## src/rtl/fifo_arb_pkg.sv

```systemverilog
// Shared types and helpers for the fifo1 write-port arbiter.
package fifo_arb_pkg;

    typedef enum logic {IDLE, GRANT} arb_state_t;

    function automatic int unsigned next_rr(input int unsigned idx, input int unsigned n);
        return (idx + 1 >= n) ? 0 : idx + 1;
    endfunction

endpackage

```

## src/rtl/rr_pick.sv

```systemverilog
// Combinational round-robin picker: first set req bit at or after rr_ptr, wrapping.
module rr_pick #(
    parameter int unsigned  NREQ = 4,
    localparam int unsigned IDW  = $clog2(NREQ)
) (
    input  logic [NREQ-1:0] req,
    input  logic [IDW-1:0]  rr_ptr,
    output logic            any,
    output logic [IDW-1:0]  idx
);

    logic [IDW-1:0] cand;

    always_comb begin
        any  = 1'b0;
        idx  = '0;
        cand = '0;
        for (int unsigned k = 0; k < NREQ; k++) begin
            cand = IDW'((32'(rr_ptr) + k) % NREQ);
            if (!any && req[cand]) begin
                any = 1'b1;
                idx = cand;
            end
        end
    end

endmodule

```

## src/rtl/fifo_wr_arbiter.sv

```systemverilog
// Round-robin arbiter sharing the fifo1 write port among NREQ valid/ready requesters.
module fifo_wr_arbiter
    import fifo_arb_pkg::*;
#(
    parameter int unsigned  NREQ      = 4,
    parameter int unsigned  DSIZE     = 8,
    parameter int unsigned  MAX_BURST = 4,
    localparam int unsigned IDW       = $clog2(NREQ),
    localparam int unsigned CW        = $clog2(MAX_BURST + 1)
) (
    input  logic                  wclk,
    input  logic                  wrst_n,
    input  logic [NREQ-1:0]       req_valid,
    input  logic [NREQ*DSIZE-1:0] req_data,
    input  logic [NREQ-1:0]       req_last,
    output logic [NREQ-1:0]       req_ready,
    input  logic                  wfull,
    output logic [DSIZE-1:0]      wdata,
    output logic                  winc,
    output logic                  busy,
    output logic [IDW-1:0]        grant_id,
    output logic [CW-1:0]         beat_cnt
);

    arb_state_t     state_q, state_d;
    logic [IDW-1:0] rr_ptr_q, rr_ptr_d;
    logic [IDW-1:0] grant_id_q, grant_id_d;
    logic [CW-1:0]  beat_cnt_q, beat_cnt_d;

    logic             pick_any;
    logic [IDW-1:0]   pick_idx;
    logic [DSIZE-1:0] data_arr [NREQ];
    logic             gnt_valid, gnt_last, at_limit, xfer, rel;

    rr_pick #(
        .NREQ (NREQ)
    ) u_rr_pick (
        .req    (req_valid),
        .rr_ptr (rr_ptr_q),
        .any    (pick_any),
        .idx    (pick_idx)
    );

    always_comb begin
        for (int unsigned i = 0; i < NREQ; i++) begin
            data_arr[i] = req_data[i*DSIZE +: DSIZE];
        end
    end

    assign gnt_valid = req_valid[grant_id_q];
    assign gnt_last  = req_last[grant_id_q];
    assign at_limit  = (beat_cnt_q == CW'(MAX_BURST - 1));
    assign busy      = (state_q == GRANT);
    assign xfer      = busy && gnt_valid && !wfull;
    // Idle-release is suppressed under wfull so a stalled grantee keeps its slot.
    assign rel       = busy && ((xfer && (gnt_last || at_limit)) || (!gnt_valid && !wfull));

    assign winc     = xfer;
    assign wdata    = data_arr[grant_id_q];
    assign grant_id = grant_id_q;
    assign beat_cnt = beat_cnt_q;

    always_comb begin
        req_ready = '0;
        if (busy && !wfull) begin
            req_ready[grant_id_q] = 1'b1;
        end
    end

    always_comb begin
        state_d    = state_q;
        rr_ptr_d   = rr_ptr_q;
        grant_id_d = grant_id_q;
        beat_cnt_d = beat_cnt_q;
        case (state_q)
            IDLE: begin
                if (pick_any) begin
                    grant_id_d = pick_idx;
                    beat_cnt_d = '0;
                    state_d    = GRANT;
                end
            end
            GRANT: begin
                if (xfer) begin
                    beat_cnt_d = beat_cnt_q + CW'(1);
                end
                if (rel) begin
                    state_d  = IDLE;
                    rr_ptr_d = IDW'(next_rr(32'(grant_id_q), NREQ));
                end
            end
            default: state_d = IDLE;
        endcase
    end

    always_ff @(posedge wclk or negedge wrst_n) begin
        if (!wrst_n) begin
            state_q    <= IDLE;
            rr_ptr_q   <= '0;
            grant_id_q <= '0;
            beat_cnt_q <= '0;
        end else begin
            state_q    <= state_d;
            rr_ptr_q   <= rr_ptr_d;
            grant_id_q <= grant_id_d;
            beat_cnt_q <= beat_cnt_d;
        end
    end

endmodule
```

## config.mk

```make
export PLATFORM = sky130hd
export DESIGN_NAME = fifo_wr_arbiter
export DESIGN_NICKNAME = d
export VERILOG_FILES = /design/src/rtl/fifo_arb_pkg.sv /design/src/rtl/rr_pick.sv /design/src/rtl/fifo_wr_arbiter.sv
export SDC_FILE = /design/constraint.sdc
export NUM_CORES = 1
export LEC_CHECK = 0
export CAP_MARGIN = 30
export CORE_MARGIN = 4
export CORE_UTILIZATION = 30
export CTS_CLUSTER_DIAMETER = 60
export DETAILED_ROUTE_END_ITERATION = 6
export PLACE_DENSITY = 0.76
export SLEW_MARGIN = 20
export SYNTH_ARGS = -nofsm -noshare
export SYNTH_HDL_FRONTEND = slang
export SYNTH_SLANG_ARGS = --single-unit
```

## constraint.sdc

```tcl
create_clock -name wclk -period 1.95 [get_ports wclk]
set_clock_uncertainty 0.2 [all_clocks]
set_input_delay 0.2925 -clock wclk [delete_from_list [all_inputs] [get_ports wclk]]
set_output_delay 0.2925 -clock wclk [all_outputs]
set_load 0.01 [all_outputs]
```

# --- Word-level counts from Yosys, hierarchy flattened ---
# Index checks and enable logic that the tools add are counted.
# W data, S select, Z words.
word_totals:
  register_bits: 8
  input_bits: 43
classes:
  addsub: 5
  n_lt_le_gt_ge: 8
  eq_ne: 3
  mux: 33
  bitwise_logic: 2
  n_reduce_logical: 20
ops:
  columns: ["op", "count"]
  rows:
  - ["$bmux W8 S2", 1]
  - ["$mux W8", 2]
  - ["$lt A2 B3 Y1 const B", 5]
  - ["$mux W1", 13]
  - ["$bmux W1 S2", 6]
  - ["$logic_and A1 B1 Y1", 10]
  - ["$mux W2", 5]
  - ["$ge A3 B3 Y1 const B", 2]
  - ["$mux W3", 2]
  - ["$pmux W3 S2", 1]
  - ["$reduce_and A2 Y1", 3]
  - ["$logic_not A1 Y1", 5]
  - ["$add A2 B2 Y2 const B", 2]
  - ["$mux W4", 1]
  - ["$add A2 B1 Y3 const B", 1]
  - ["$add A3 B1 Y3 const B", 1]
  - ["$eq A3 B2 Y1 const B", 1]
  - ["$not A2 Y3", 1]
  - ["$add A2 B1 Y2 const B", 1]
  - ["$demux W1 S2", 1]
  - ["$ge A2 B1 Y1 const B", 1]
  - ["$logic_or A1 B1 Y1", 2]
  - ["$ne A2 B1 Y1 const B", 1]
  - ["$ne A2 B2 Y1 const B", 1]
  - ["2 further kinds", 2]

# --- Longest topological paths before layout ---
logic_depth:
  depth_word: 14
  mapped_depth: 6
  ltp_nobuf: 6

# --- Modules after synthesis ---
# Synthesis repeated with hierarchy kept, for this count alone.
hier_totals:
  cells_unflattened: 72
  hier_area_um2: 779.5
modules_own_cells:
  columns: ["mod", "instances", "cells_each", "area_each_um2"]
  rows:
  - ["fifo_wr_arbiter", 1, 57, 701.9]
  - ["rr_pick", 1, 15, 77.6]

# --- Least setup slack after synthesis ---
# OpenSTA, ideal clock, no wires.
synth_timing:
  path_type: "register to register"
  startpoint: "reg grant_id_q[0], in the netlist grant_id[0]"
  endpoint: "reg rr_ptr_q[0]"
  setup_ns: 0.128
  t_arrival_ns: 1.605
  t_required_ns: 1.622
  slack_ns: 0.017
  path_stages_with_launch: 5
  synth_period_minus_slack_ns: 1.933
  cell_sequence: "dfrtp_1 buf_6 mux4_2 a21boi_2 mux2_1"
synth_between:
  elab_chain_len: 8
  word_cells_on_any_way: 16
  cone_classes: "add/sub: 1; order compare: 1; mux: 5; reduce/logical: 9"
synth_rtl:
  columns: ["item", "line_no", "source"]
  rows:
  - ["from (decl)", "fifo_wr_arbiter.sv:27", "logic [IDW-1:0] grant_id_q, grant_id_d;"]
  - ["from (signal assigned)", "fifo_wr_arbiter.sv:105", "grant_id_q <= grant_id_d;"]
  - ["branches (longest 8 deep; another with $add A2 B1 Y3)", null, null]
  - ["to (signal assigned)", "fifo_wr_arbiter.sv:104", "rr_ptr_q <= rr_ptr_d;"]
  - ["to (decl)", "fifo_wr_arbiter.sv:26", "logic [IDW-1:0] rr_ptr_q, rr_ptr_d;"]
# Parallel ways; which one is timed is not known. The select of a mux whose other input is x is not followed.
# A chain may end at the register's enable or synchronous reset.

# --- Final worst setup path ---
layout_timing:
  startpoint: "reg grant_id_q[0], in the netlist grant_id[0]"
  endpoint: "out winc"
layout_between:
  elab_chain_len: 4
layout_rtl:
  columns: ["item", "line_no", "source"]
  rows:
  - ["$bmux W1 S2", "fifo_wr_arbiter.sv:50", "assign gnt_valid = req_valid[grant_id_q];"]
  - ["$mux W1 (not written as such)", "fifo_wr_arbiter.sv:50", null]
  - ["$logic_and A1 B1 Y1 (2 in series)", "fifo_wr_arbiter.sv:54", "assign xfer = busy && gnt_valid && !wfull;"]
  - ["to (decl)", "fifo_wr_arbiter.sv:19", "output logic winc,"]
# No other way between the ends. The select of a mux whose other input is x is not followed.

==> flow_metrics.tcl <==
set metrics [dict create \
    routed_via_density 5.03 \
    syn_inst 72 \
    gp_congestion 0.793 \
    synth.top_cells.by_count "mux4_2, dfrtp_1, inv_1" \
    vias 906 \
    yosys.area.top_type "mux4_2" \
    core-area_mm2 0.00250 \
    grt_pass1_vias 987 \
    grt_first_pass_wirelength_um 4230 \
    power.density_mw_per_mm2 1180 \
    muxShareOfSynthArea_pct 35.3 \
    timing.hold.ws_ns 0.108 \
    ys_seq_area_share_pct 25.1 \
    period_minus_slack_ns 2.06 \
    cap_violations 0 \
    dieArea_mm2 0.00355 \
    startpoint_type "flop" \
    synth_most_common_cell "mux4_2" \
    synth_adder_area_share_pct 9.42 \
    cts_buffers 3 \
    ys.flop_type "dfrtp_1" \
    grt_overflow_total 0 \
    die_x_um 59.5 \
    p_leak_nw 0.740 \
    max_freq_mhz 487 \
    synth_top_family_by_area "multiplexers" \
    synth_edf_count 0 \
    slew_violations 0 \
    slowest_stage "mux4_2" \
    ys_seq_elements 8 \
    fp.dieH_um 59.5 \
    critPathArrivalTime_ns 1.56 \
    worstMarginPinSlew_ns 0.353 \
    end_kind "primary output" \
    clk_pin_slew_ns 0.05 \
    timing.final.crit_share_pct 105 \
    num_rows 18 \
    violations "setup timing" \
    power.switching_mw 0.697 \
    ys_types 27 \
    dp_slack_ns -0.383 \
    grt_max_degree 11 \
    setup_ws_ns -0.105 \
    drive_gt1_share_pct 36.0 \
    htree_levels 1 \
    ir_drop_uv 849 \
    cp_data_required_time_ns 1.46 \
    grt_antenna_before_repair 0 \
    p_int_mw 1.23 \
    place_hpwl_um 2150 \
    ios 62 \
    critical_path.top_delay_family "multiplexers" \
    first_iter_violations 2 \
    holdCritPathClass "primary input to async pin" \
    crit_type "flop to primary output" \
    rsz0062_at_grt "true" \
    p_seq_share_pct 17.1 \
    cpMostUsedCell "buf_6" \
    area_growth_pct 105 \
    cts_tree "built" \
    slew-limit-headroom_pct 76.4 \
    status "complete, but fails checks" \
    hold_violations 0 \
    routed_wl_um 2660 \
    syn_area_um2 797 \
    critPathMaxStageDelay_ns 0.50 \
    synth-xor-area-share_pct 1.10 \
    syn_avg_cell_area_um2 11.1 \
    cts.path.max_buffers 2 \
    synthTopCellsByArea "mux4_2, dfrtp_1, ha_1" \
    clockRootBuffer "clkbuf_4" \
    insertion_delay_ns 0.26 \
    cp_num_buf_inv 2 \
    synth-simple-area-share_pct 11.8 \
    clockPowerShare_pct 6.7 \
    dr.pass1.iters 4 \
    ant_nets 0 \
    synth_nets 121 \
    synth_compound_area_share_pct 11.3 \
    wl_per_cell_um 14.8 \
    crit_chain "buf_6 -> mux4_2 -> and2_4 -> buf_6" \
    grtUsageTotal_pct 15.7 \
    antenna_cells 0 \
    synth.top_cell.area_share_pct 25.4 \
    port_buffers 61 \
    final_nets 201 \
    yosysWarnings 0 \
    setup_viol 11 \
    sw_frac_of_total_pct 36.2 \
    worst-path-max-fanout 3 \
    cts_sinks 8 \
    comb_power_share_pct 76.2 \
    start_util_pct 31.9 \
    postSynth.asyncResetShare_pct 100 \
    drcViolationCount 0 \
]
## worst paths after layout
kind	start	endpoint	slack, ns	depth (start not counted)
setup / recovery	grant_id[0]	winc	-0.11	4
hold / removal	wrst_n	beat_cnt[0]	0.11	1
setup reg to reg	grant_id[0]	rr_ptr_q[0]	-0.07	5
hold reg to reg	beat_cnt[2]	beat_cnt[2]	0.36	2
max in group asynchronous	wrst_n	grant_id[0]	1.16	1
min in group wclk	beat_cnt[2]	beat_cnt[2]	0.36	2
## layout by cell type (no fill, tap or decap), types with 2 or more instances in the layout
master,instances
a21oi_1,3
and2_1,4
and2_4,2
buf_12,2
buf_2,4
buf_4,12
buf_6,8
clkbuf_2,3
clkbuf_4,3
clkdlybuf4s50_1,46
dfrtp_1,7
ha_1,5
inv_1,7
mux2_4,3
mux2i_1,3
mux4_2,9
nand2_1,3
nor2_1,5
o21ai_0,2
## worst reg2reg max path, delay by kind of cell, from the launching register on
family                 cells  cell delay, ns
buffers and inverters      2            0.29
multiplexers               2            0.82
AO/OA/AOI/OAI              1            0.17
flip-flops                 1            0.42
## power by group through the flow
| stage | logic (mW) | clock network [mW] | registers [mW] |
|---|---|---|---|
| 4_1_cts | 1.40 | 0.132 | 0.332 |
| 6_report | 1.47 | 0.128 | 0.330 |
| 5_1_grt | 1.60 | 0.138 | 0.347 |
| 2_1_floorplan | 0.660 | 0 | 0.325 |
| 3_5_place_dp | 1.29 | 0 | 0.321 |
| 3_3_place_gp | 1.27 | 0 | 0.318 |
## area by class of cell
cell class              count  area, µm²
clock buffers               3       22.5
inverters                   7       26.3
repair buffers             78        762
flip-flops and latches      8        201
well taps                  30       37.5
multi-input cells          54        583
fillers                   205        867
## stage by stage
step	utilization [%]	cell area (µm²)	TNS [ns]	cells	total power, mW
final	65.3	1630	-0.523	180	1.93
after global routing	65.3	1630	-1.02	180	2.08
after CTS	63.8	1590	-0.882	180	1.86
after detailed placement	61.1	1530	-4.12	172	1.62
after global placement	61.1	1530	-3.71	172	1.59
after floorplan	-	797	0	72	0.985
## timing repair
action / in CTS / in global routing
setup buffers: 4 / 0
gates cloned: 1 / 0
gates resized for setup: 54 / 17
endpoints found under the setup margin: 16 / 20
hold buffers: 0 / 0
pin swaps: 1 / 1
## cell families (layout without fill, tap and decap cells)
| kind of cell | Yosys count | after routing |
|---|---|---|
| AO/OA/AOI/OAI | 13 | 13 |
| XOR/XNOR | 1 | 1 |
| adder cells (fa/ha/maj) | 6 | 6 |
| AND/OR/NAND/NOR | 18 | 18 |
| multiplexers | 16 | 16 |
| buffers and inverters | 10 | 88 |
| flip-flops | 8 | 8 |
## sequential cells by signal, summed over array words and instances, names as in the netlist
name / flops
grant_id: 2
beat_cnt: 3
busy: 1
rr_ptr_q: 2
## routing by layer
metal / vias up / GRT usage [%] / wire [µm]
li1: 427 / - / -
met1: 424 / 16.8 / 1000
met2: 51 / 29.5 / 1270
met3: 4 / 4.36 / 358
met4: 0 / 4.75 / 31
met5: - / 0 / 0
(Power assumes the default switching activity.)
